### src/rtl/axi_stream_if.sv
// Byte-stream handshake bundle (tdata/tvalid/tready/tlast) between the TCP sender and the Ethernet TX framer.
`ifndef INPUTWIDTH
`define INPUTWIDTH 8
`endif

interface axi_stream_if #(
  parameter int DATA_WIDTH = `INPUTWIDTH
) ();
  logic [DATA_WIDTH-1:0] tdata;
  logic                  tvalid;
  logic                  tready;
  logic                  tlast;

  modport master (output tdata, output tvalid, output tlast, input tready);
  modport slave  (input tdata, input tvalid, input tlast, output tready);
endinterface

### src/rtl/eth_tx_framer.sv
// GMII transmit framer: prepends preamble/SFD, enforces the inter-frame gap and aborts on underrun/oversize.
// Optional TX_FRAMER_STATS_EN adds saturating frames_sent / frames_aborted counters.
`ifndef INPUTWIDTH
`define INPUTWIDTH 8
`endif

module eth_tx_framer #(
  parameter int DATA_WIDTH      = `INPUTWIDTH,
  parameter int PREAMBLE_BYTES  = 7,
  parameter int IFG_BYTES       = 12,
  parameter int MAX_FRAME_BYTES = 1522
) (
  input  logic        clk,
  input  logic        rst,
  axi_stream_if.slave s_axis,
  output logic [7:0]  gmii_txd,
  output logic        gmii_tx_en,
  output logic        gmii_tx_er,
  output logic        busy,
  output logic        underrun
`ifdef TX_FRAMER_STATS_EN
  ,
  output logic [31:0] frames_sent,
  output logic [15:0] frames_aborted
`endif
);

  localparam logic [2:0] ST_IDLE  = 3'd0;
  localparam logic [2:0] ST_PRE   = 3'd1;
  localparam logic [2:0] ST_SFD   = 3'd2;
  localparam logic [2:0] ST_DATA  = 3'd3;
  localparam logic [2:0] ST_TAIL  = 3'd4;
  localparam logic [2:0] ST_ERR   = 3'd5;
  localparam logic [2:0] ST_DRAIN = 3'd6;
  localparam logic [2:0] ST_IFG   = 3'd7;

  localparam logic [7:0]  PRE_LAST = 8'(PREAMBLE_BYTES);
  localparam logic [7:0]  IFG_LAST = 8'(IFG_BYTES - 1);
  localparam logic [15:0] MAX_LEN  = 16'(MAX_FRAME_BYTES);

  localparam logic [7:0] SYM_PRE = 8'h55;
  localparam logic [7:0] SYM_SFD = 8'hD5;

  logic [2:0]  state, state_nx;
  logic [7:0]  pre_cnt, pre_cnt_nx;
  logic [7:0]  ifg_cnt, ifg_cnt_nx;
  logic [15:0] byte_cnt, byte_cnt_nx;
  logic        tlast_seen, tlast_seen_nx;
  logic [7:0]  txd_nx;
  logic        tx_en_nx, tx_er_nx, underrun_nx;
  logic        frame_done, frame_abort;

  assign s_axis.tready = (state == ST_SFD) || (state == ST_DATA) || (state == ST_DRAIN);
  assign busy          = (state != ST_IDLE);

  // NOTE: every signal assigned here gets a default first so no path can infer a latch.
  always_comb begin
    state_nx      = state;
    pre_cnt_nx    = pre_cnt;
    ifg_cnt_nx    = ifg_cnt;
    byte_cnt_nx   = byte_cnt;
    tlast_seen_nx = tlast_seen;
    txd_nx        = 8'h00;
    tx_en_nx      = 1'b0;
    tx_er_nx      = 1'b0;
    underrun_nx   = 1'b0;
    frame_done    = 1'b0;
    frame_abort   = 1'b0;

    case (state)
      ST_IDLE: begin
        if (s_axis.tvalid) begin
          state_nx    = ST_PRE;
          txd_nx      = SYM_PRE;
          tx_en_nx    = 1'b1;
          pre_cnt_nx  = 8'd1;
          byte_cnt_nx = 16'd0;
        end
      end

      ST_PRE: begin
        tx_en_nx = 1'b1;
        if (pre_cnt >= PRE_LAST) begin
          txd_nx   = SYM_SFD;
          state_nx = ST_SFD;
        end else begin
          txd_nx     = SYM_PRE;
          pre_cnt_nx = pre_cnt + 8'd1;
        end
      end

      ST_SFD, ST_DATA: begin
        // The PHY cannot stall, so a missing byte or one past the size limit kills the frame.
        if (!s_axis.tvalid || (byte_cnt == MAX_LEN)) begin
          state_nx      = ST_ERR;
          tx_en_nx      = 1'b1;
          tx_er_nx      = 1'b1;
          underrun_nx   = 1'b1;
          frame_abort   = 1'b1;
          tlast_seen_nx = s_axis.tvalid && s_axis.tlast;
        end else begin
          txd_nx      = s_axis.tdata[7:0];
          tx_en_nx    = 1'b1;
          byte_cnt_nx = byte_cnt + 16'd1;
          state_nx    = s_axis.tlast ? ST_TAIL : ST_DATA;
        end
      end

      ST_TAIL: begin
        state_nx   = ST_IFG;
        ifg_cnt_nx = 8'd1;
        frame_done = 1'b1;
      end

      ST_ERR: begin
        ifg_cnt_nx = 8'd1;
        state_nx   = tlast_seen ? ST_IFG : ST_DRAIN;
      end

      ST_DRAIN: begin
        if (s_axis.tvalid && s_axis.tlast) begin
          state_nx   = ST_IFG;
          ifg_cnt_nx = 8'd1;
        end
      end

      ST_IFG: begin
        // One gap cycle short: the IDLE cycle that sees the next tvalid supplies the last one.
        if (ifg_cnt >= IFG_LAST) begin
          state_nx = ST_IDLE;
        end else begin
          ifg_cnt_nx = ifg_cnt + 8'd1;
        end
      end

      default: state_nx = ST_IDLE;
    endcase
  end

  // NOTE: registers use non-blocking assignments so every flop samples pre-edge values.
  always_ff @(posedge clk or posedge rst) begin
    if (rst) begin
      state      <= ST_IDLE;
      pre_cnt    <= 8'd0;
      ifg_cnt    <= 8'd0;
      byte_cnt   <= 16'd0;
      tlast_seen <= 1'b0;
      gmii_txd   <= 8'h00;
      gmii_tx_en <= 1'b0;
      gmii_tx_er <= 1'b0;
      underrun   <= 1'b0;
    end else begin
      state      <= state_nx;
      pre_cnt    <= pre_cnt_nx;
      ifg_cnt    <= ifg_cnt_nx;
      byte_cnt   <= byte_cnt_nx;
      tlast_seen <= tlast_seen_nx;
      gmii_txd   <= txd_nx;
      gmii_tx_en <= tx_en_nx;
      gmii_tx_er <= tx_er_nx;
      underrun   <= underrun_nx;
    end
  end

`ifdef TX_FRAMER_STATS_EN
  always_ff @(posedge clk or posedge rst) begin
    if (rst) begin
      frames_sent    <= 32'd0;
      frames_aborted <= 16'd0;
    end else begin
      if (frame_done && (frames_sent != 32'hFFFF_FFFF)) begin
        frames_sent <= frames_sent + 32'd1;
      end
      if (frame_abort && (frames_aborted != 16'hFFFF)) begin
        frames_aborted <= frames_aborted + 16'd1;
      end
    end
  end
`else
  logic unused_stats;
  assign unused_stats = frame_done ^ frame_abort;
`endif

endmodule

### src/flat_wrapper.sv
// flat-port wrapper written by rule: the top's interface ports become plain ports
module eth_tx_framer_flat 
#(
  parameter int DATA_WIDTH      = `INPUTWIDTH,
  parameter int PREAMBLE_BYTES  = 7,
  parameter int IFG_BYTES       = 12,
  parameter int MAX_FRAME_BYTES = 1522
)
  (clk, rst, gmii_txd, gmii_tx_en, gmii_tx_er, busy, underrun, s_axis_tdata, s_axis_tvalid, s_axis_tlast, s_axis_tready);
  axi_stream_if #(.DATA_WIDTH(DATA_WIDTH)) s_axis_i ();
  input  logic clk;
  input  logic rst;
  output logic [7:0] gmii_txd;
  output logic gmii_tx_en;
  output logic gmii_tx_er;
  output logic busy;
  output logic underrun;
  input wire logic [$bits(s_axis_i.tdata)-1:0] s_axis_tdata;
  input wire logic [$bits(s_axis_i.tvalid)-1:0] s_axis_tvalid;
  input wire logic [$bits(s_axis_i.tlast)-1:0] s_axis_tlast;
  output wire logic [$bits(s_axis_i.tready)-1:0] s_axis_tready;
  assign s_axis_i.tdata = s_axis_tdata;
  assign s_axis_i.tvalid = s_axis_tvalid;
  assign s_axis_i.tlast = s_axis_tlast;
  assign s_axis_tready = s_axis_i.tready;
  eth_tx_framer #(.DATA_WIDTH(DATA_WIDTH), .PREAMBLE_BYTES(PREAMBLE_BYTES), .IFG_BYTES(IFG_BYTES), .MAX_FRAME_BYTES(MAX_FRAME_BYTES)) u_core (.clk(clk), .rst(rst), .s_axis(s_axis_i), .gmii_txd(gmii_txd), .gmii_tx_en(gmii_tx_en), .gmii_tx_er(gmii_tx_er), .busy(busy), .underrun(underrun));
endmodule
### config.mk
export PLATFORM = sky130hd
export DESIGN_NAME = eth_tx_framer_flat
export DESIGN_NICKNAME = d
export VERILOG_FILES = /design/src/rtl/axi_stream_if.sv /design/src/rtl/eth_tx_framer.sv /design/src/flat_wrapper.sv
export SDC_FILE = /design/constraint.sdc
export NUM_CORES = 1
export LEC_CHECK = 0
export ABC_AREA = 1
export CORE_ASPECT_RATIO = 0.8
export CORE_MARGIN = 5
export CORE_UTILIZATION = 57
export DETAILED_ROUTE_END_ITERATION = 10
export PLACE_DENSITY = 0.8
export SKIP_LAST_GASP = 1
export SLEW_MARGIN = 5
export SYNTH_ARGS = -nofsm -noshare
export SYNTH_HDL_FRONTEND = slang
export SYNTH_SLANG_ARGS = --single-unit
### constraint.sdc
create_clock -name clk -period 4.3 [get_ports clk]
set_input_delay 0.43 -clock clk [delete_from_list [all_inputs] [get_ports clk]]
set_output_delay 0.43 -clock clk [all_outputs]
set_load 0.01 [all_outputs]
==> impl_metrics.csv <==
group,metric,value,unit
synthesis,synth_seq_area_share,46.0,%
setup_path,r2r_start,"u_core.state[2]$_DFFE_PP0P_",
place,gp_congestion,0.852,
timing,slew_violations,0,
floorplanning,core-area,4200,sq um
cts,htree_levels,2,
setup_path,crit_fanout,7,
floorplanning,die-area,5830,sq um
worst_hold_path,hold_class,"reg2reg",
power_and_ir_drop,p_switching,442,uW
setup_path,ff2ff_path_depth,7,
setup_path,cp_slowest_stage_delay,0.49,ns
worst_hold_path,holdPathEnd,"u_core.pre_cnt[6]$_DFFE_PP0P_",
setup_path,required,3.87,ns
timing,period_needed,1.98,ns
cts,cts_buffers,5,
global_routing,globalRouteOverflowTotal,0,
route,drc,0,
timing,max_slew.worst_pin.slew,0.916,ns
route,first_pass_iters,4,
global_routing,antenna_found_initial,0,
cells_and_area,fin_nets,378,
setup_path,r2r_slack,2.53,ns
timing,setup_viol,0,
cells_and_area,final_common_cell,"nand2_1",
synthesis,synthAdderAreaFrac,2.00,%
power_and_ir_drop,p_int,828,uW
worst_hold_path,min_path_cells,2,
synthesis,synth_top_area_cell,"dfrtp_1",
timing,period_share,46.1,%
power_and_ir_drop,p_per_area,442,nW/um^2
place,dp_slack,2.27,ns
floorplanning,ioPinCount,25,
cts,clock_path_buffers,2,
cts,cts_setup_buffers,0,
setup_path,worstPathCellList,"nor2_2 -> nand2_1 -> clkdlybuf4s50_1",
synthesis,muxShareOfSynthArea,0,%
cells_and_area,drive_gt1_share,7.99,%
global_routing,grt_pass1_vias,1998,
synthesis,netlist_instances,339,
floorplanning,rows,21,
synthesis,synth_top_cell_area_share,46.0,%
timing,totalNegativeSetupSlack,0,ns
synthesis,synth_top_family_by_area,"simple AND/OR/NAND/NOR gates",
global_routing,grtUsageTotal,18.3,%
worst_hold_path,hp-start,"u_core.pre_cnt[6]$_DFFE_PP0P_",
cts,worstSkewPairLatency,0.30,ns
cells_and_area,fin_util,68.3,%
power_and_ir_drop,pwr-share-clk,25.4,%
route,antenna_left,0,
route,wl,4.98,mm
setup_path,start_kind,"flop",
power_and_ir_drop,switching_share,34.8,%
synthesis,synth.distinct_cells,27,
cts,hold_buffers,0,
setup_path,rr_endpoint,"u_core.byte_cnt[8]$_DFFE_PP0P_",
cts,cts_tree,"yes",
timing,rsz0062_at_grt,"false",
cells_and_area,area_growth,14.6,%
setup_path,cp_num_buf_inv,1,
place,place_hpwl,3.55,mm
floorplanning,die_x,84.1,um
route,vias,2136,
setup_path,arrival,1.55,ns
route,drt-vias-per-instance,5.09,
cells_and_area,final_cell_mix,"nand2_1 (105), nor2_1 (57), dfrtp_1 (46)",
cts,cts.sinks,46,
timing,clock.fmax,504,MHz
setup_path,cp-end-kind,"output pin",
power_and_ir_drop,peakVddDrop,363,uV
synthesis,yosys-top-cells-area,"dfrtp_1 (46%), nand2_1 (16%), nor2_1 (8.5%)",
route,wl_per_cell,11.9,um
power_and_ir_drop,p_total,1.27,mW
synthesis,postSynthNetCount,355,
timing,slew_headroom,38.8,%
flow_run,cap_violations,0,
cells_and_area,antenna_cells,0,
global_routing,grt_pass1_wl,8.84,mm
power_and_ir_drop,p_leak,1.38,nW
synthesis,synthSimpleGateAreaFrac,35.6,%
power_and_ir_drop,pwr-share-comb,29.0,%
synthesis,yosys_warnings,0,
setup_path,critPathTopFamily,"buffers and inverters",
place,io_buffers,24,
timing,fin_ws,2.32,ns
cts,clk_pin_slew,0.09,ns
synthesis,synth-seq-cells,46,
timing,hold_violations,0,
synthesis,avgSynthCellArea,7.39,sq um
setup_path,crit_slowest_cell,"clkdlybuf4s50_1",
route,drt_iter0_markers,167,
floorplanning,dieHeight,69.3,um
floorplanning,initial_core_util,59.6,%
cts,root_buffer,"clkbuf_8",
setup_path,critPathKind,"reg2out",
synthesis,synth-xor-area-share,2.10,%
power_and_ir_drop,pwr-share-seq,45.6,%
cts,cts.repair.resized,0,
global_routing,grt_max_degree,47,
timing,clock_skew,0.00614,ns
status,outcome,"finished clean",
cells_and_area,fillerInstances,350,
synthesis,syn-cell-area,2500,sq um
synthesis,synth-compound-area-share,5.89,%
==> power groups by stage <==
stage / Clock [mW] / Sequential, mW / Combinational (mW)
5_1_grt: 0.348 / 0.588 / 0.429
3_5_place_dp: 0 / 0.585 / 0.369
6_report: 0.322 / 0.579 / 0.369
2_1_floorplan: 0 / 0.570 / 0.273
4_1_cts: 0.330 / 0.577 / 0.372
3_3_place_gp: 0 / 0.582 / 0.360
==> metrics by stage <==
stage	area (sq um)	hold WS, ns	std cells
5_1_grt	2870	0.515	420
2_1_floorplan	2500	0.453	339
4_1_cts	2870	0.499	420
6_report	2870	0.497	420
3_3_place_gp	2760	0.470	412
3_5_place_dp	2760	0.482	412
==> routing by layer <==
layer | vias to the layer above | wire (um) | GRT usage (%)
met4 | 0 | 64 | 5.18
met2 | 47 | 2250 | 28.7
li1 | 1097 | - | -
met5 | - | 0 | 0
met3 | 7 | 258 | 5.34
met1 | 985 | 2410 | 24.5
==> layout make-up <==
cell class | count | area, sq um | share of cell area [%]
Clock buffer | 5 | 68.8 | 2.40
Tap cell | 57 | 71.3 | 2.48
Sequential cell | 46 | 1150 | 40.1
Timing Repair Buffer | 24 | 240 | 8.37
Inverter | 41 | 154 | 5.36
Multi-Input combinational cell | 244 | 1140 | 39.8
Clock inverter | 3 | 43.8 | 1.53
==> synth_stat cells, drive strengths merged <==
cell type and n:
o21bai 4, a21boi 1, buf 8, nand2 110, nand3 28, o21ai 16
inv 41, dfrtp 46, xor2 4, ha 4, nand4 7, nor3b 1
xnor2 2, a21oi 3, o21a 1, nor2 62, or2 1
==> worst max path at each step <==
stage	slack [ns]	to	from	depth (start not counted)
3_5_place_dp	2.27	u_core.byte_cnt[1]$_DFFE_PP0P_	s_axis_tvalid	5
2_1_floorplan	2.78	u_core.byte_cnt[0]$_DFFE_PP0P_	rst	1
6_report	2.32	busy	u_core.state[0]$_DFFE_PP0P_	3
3_3_place_gp	2.35	u_core.byte_cnt[9]$_DFFE_PP0P_	s_axis_tvalid	5
4_1_cts	2.31	busy	u_core.state[0]$_DFFE_PP0P_	3
5_1_grt	2.23	s_axis_tready	u_core.state[1]$_DFFE_PP0P_	3
==> flip-flops by register name, indices dropped and copies added (netlist names) <==
| register | count |
|---|---|
| u_core.byte_cnt | 16 |
| u_core.gmii_txd | 8 |
| u_core.ifg_cnt | 8 |
| u_core.pre_cnt | 8 |
| u_core.state | 3 |
| u_core.gmii_tx_en | 1 |
| u_core.gmii_tx_er | 1 |
| u_core.tlast_seen | 1 |
==> logic make-up (layout without fill, tap and decap cells) <==
kind of cell / after synthesis / after routing
xor+xnor: 6 / 6
simple gates: 209 / 209
buf+inv: 49 / 73
compound gates: 25 / 25
flops: 46 / 46
fa+ha+maj: 4 / 4
==> tightest hold or removal path: stages, from the launching register on <==
cell,delay [ns]
dfrtp_1,0.37
inv_1,0.06
nor2_1,0.04
Note: power is estimated with default switching activity, not from simulation.
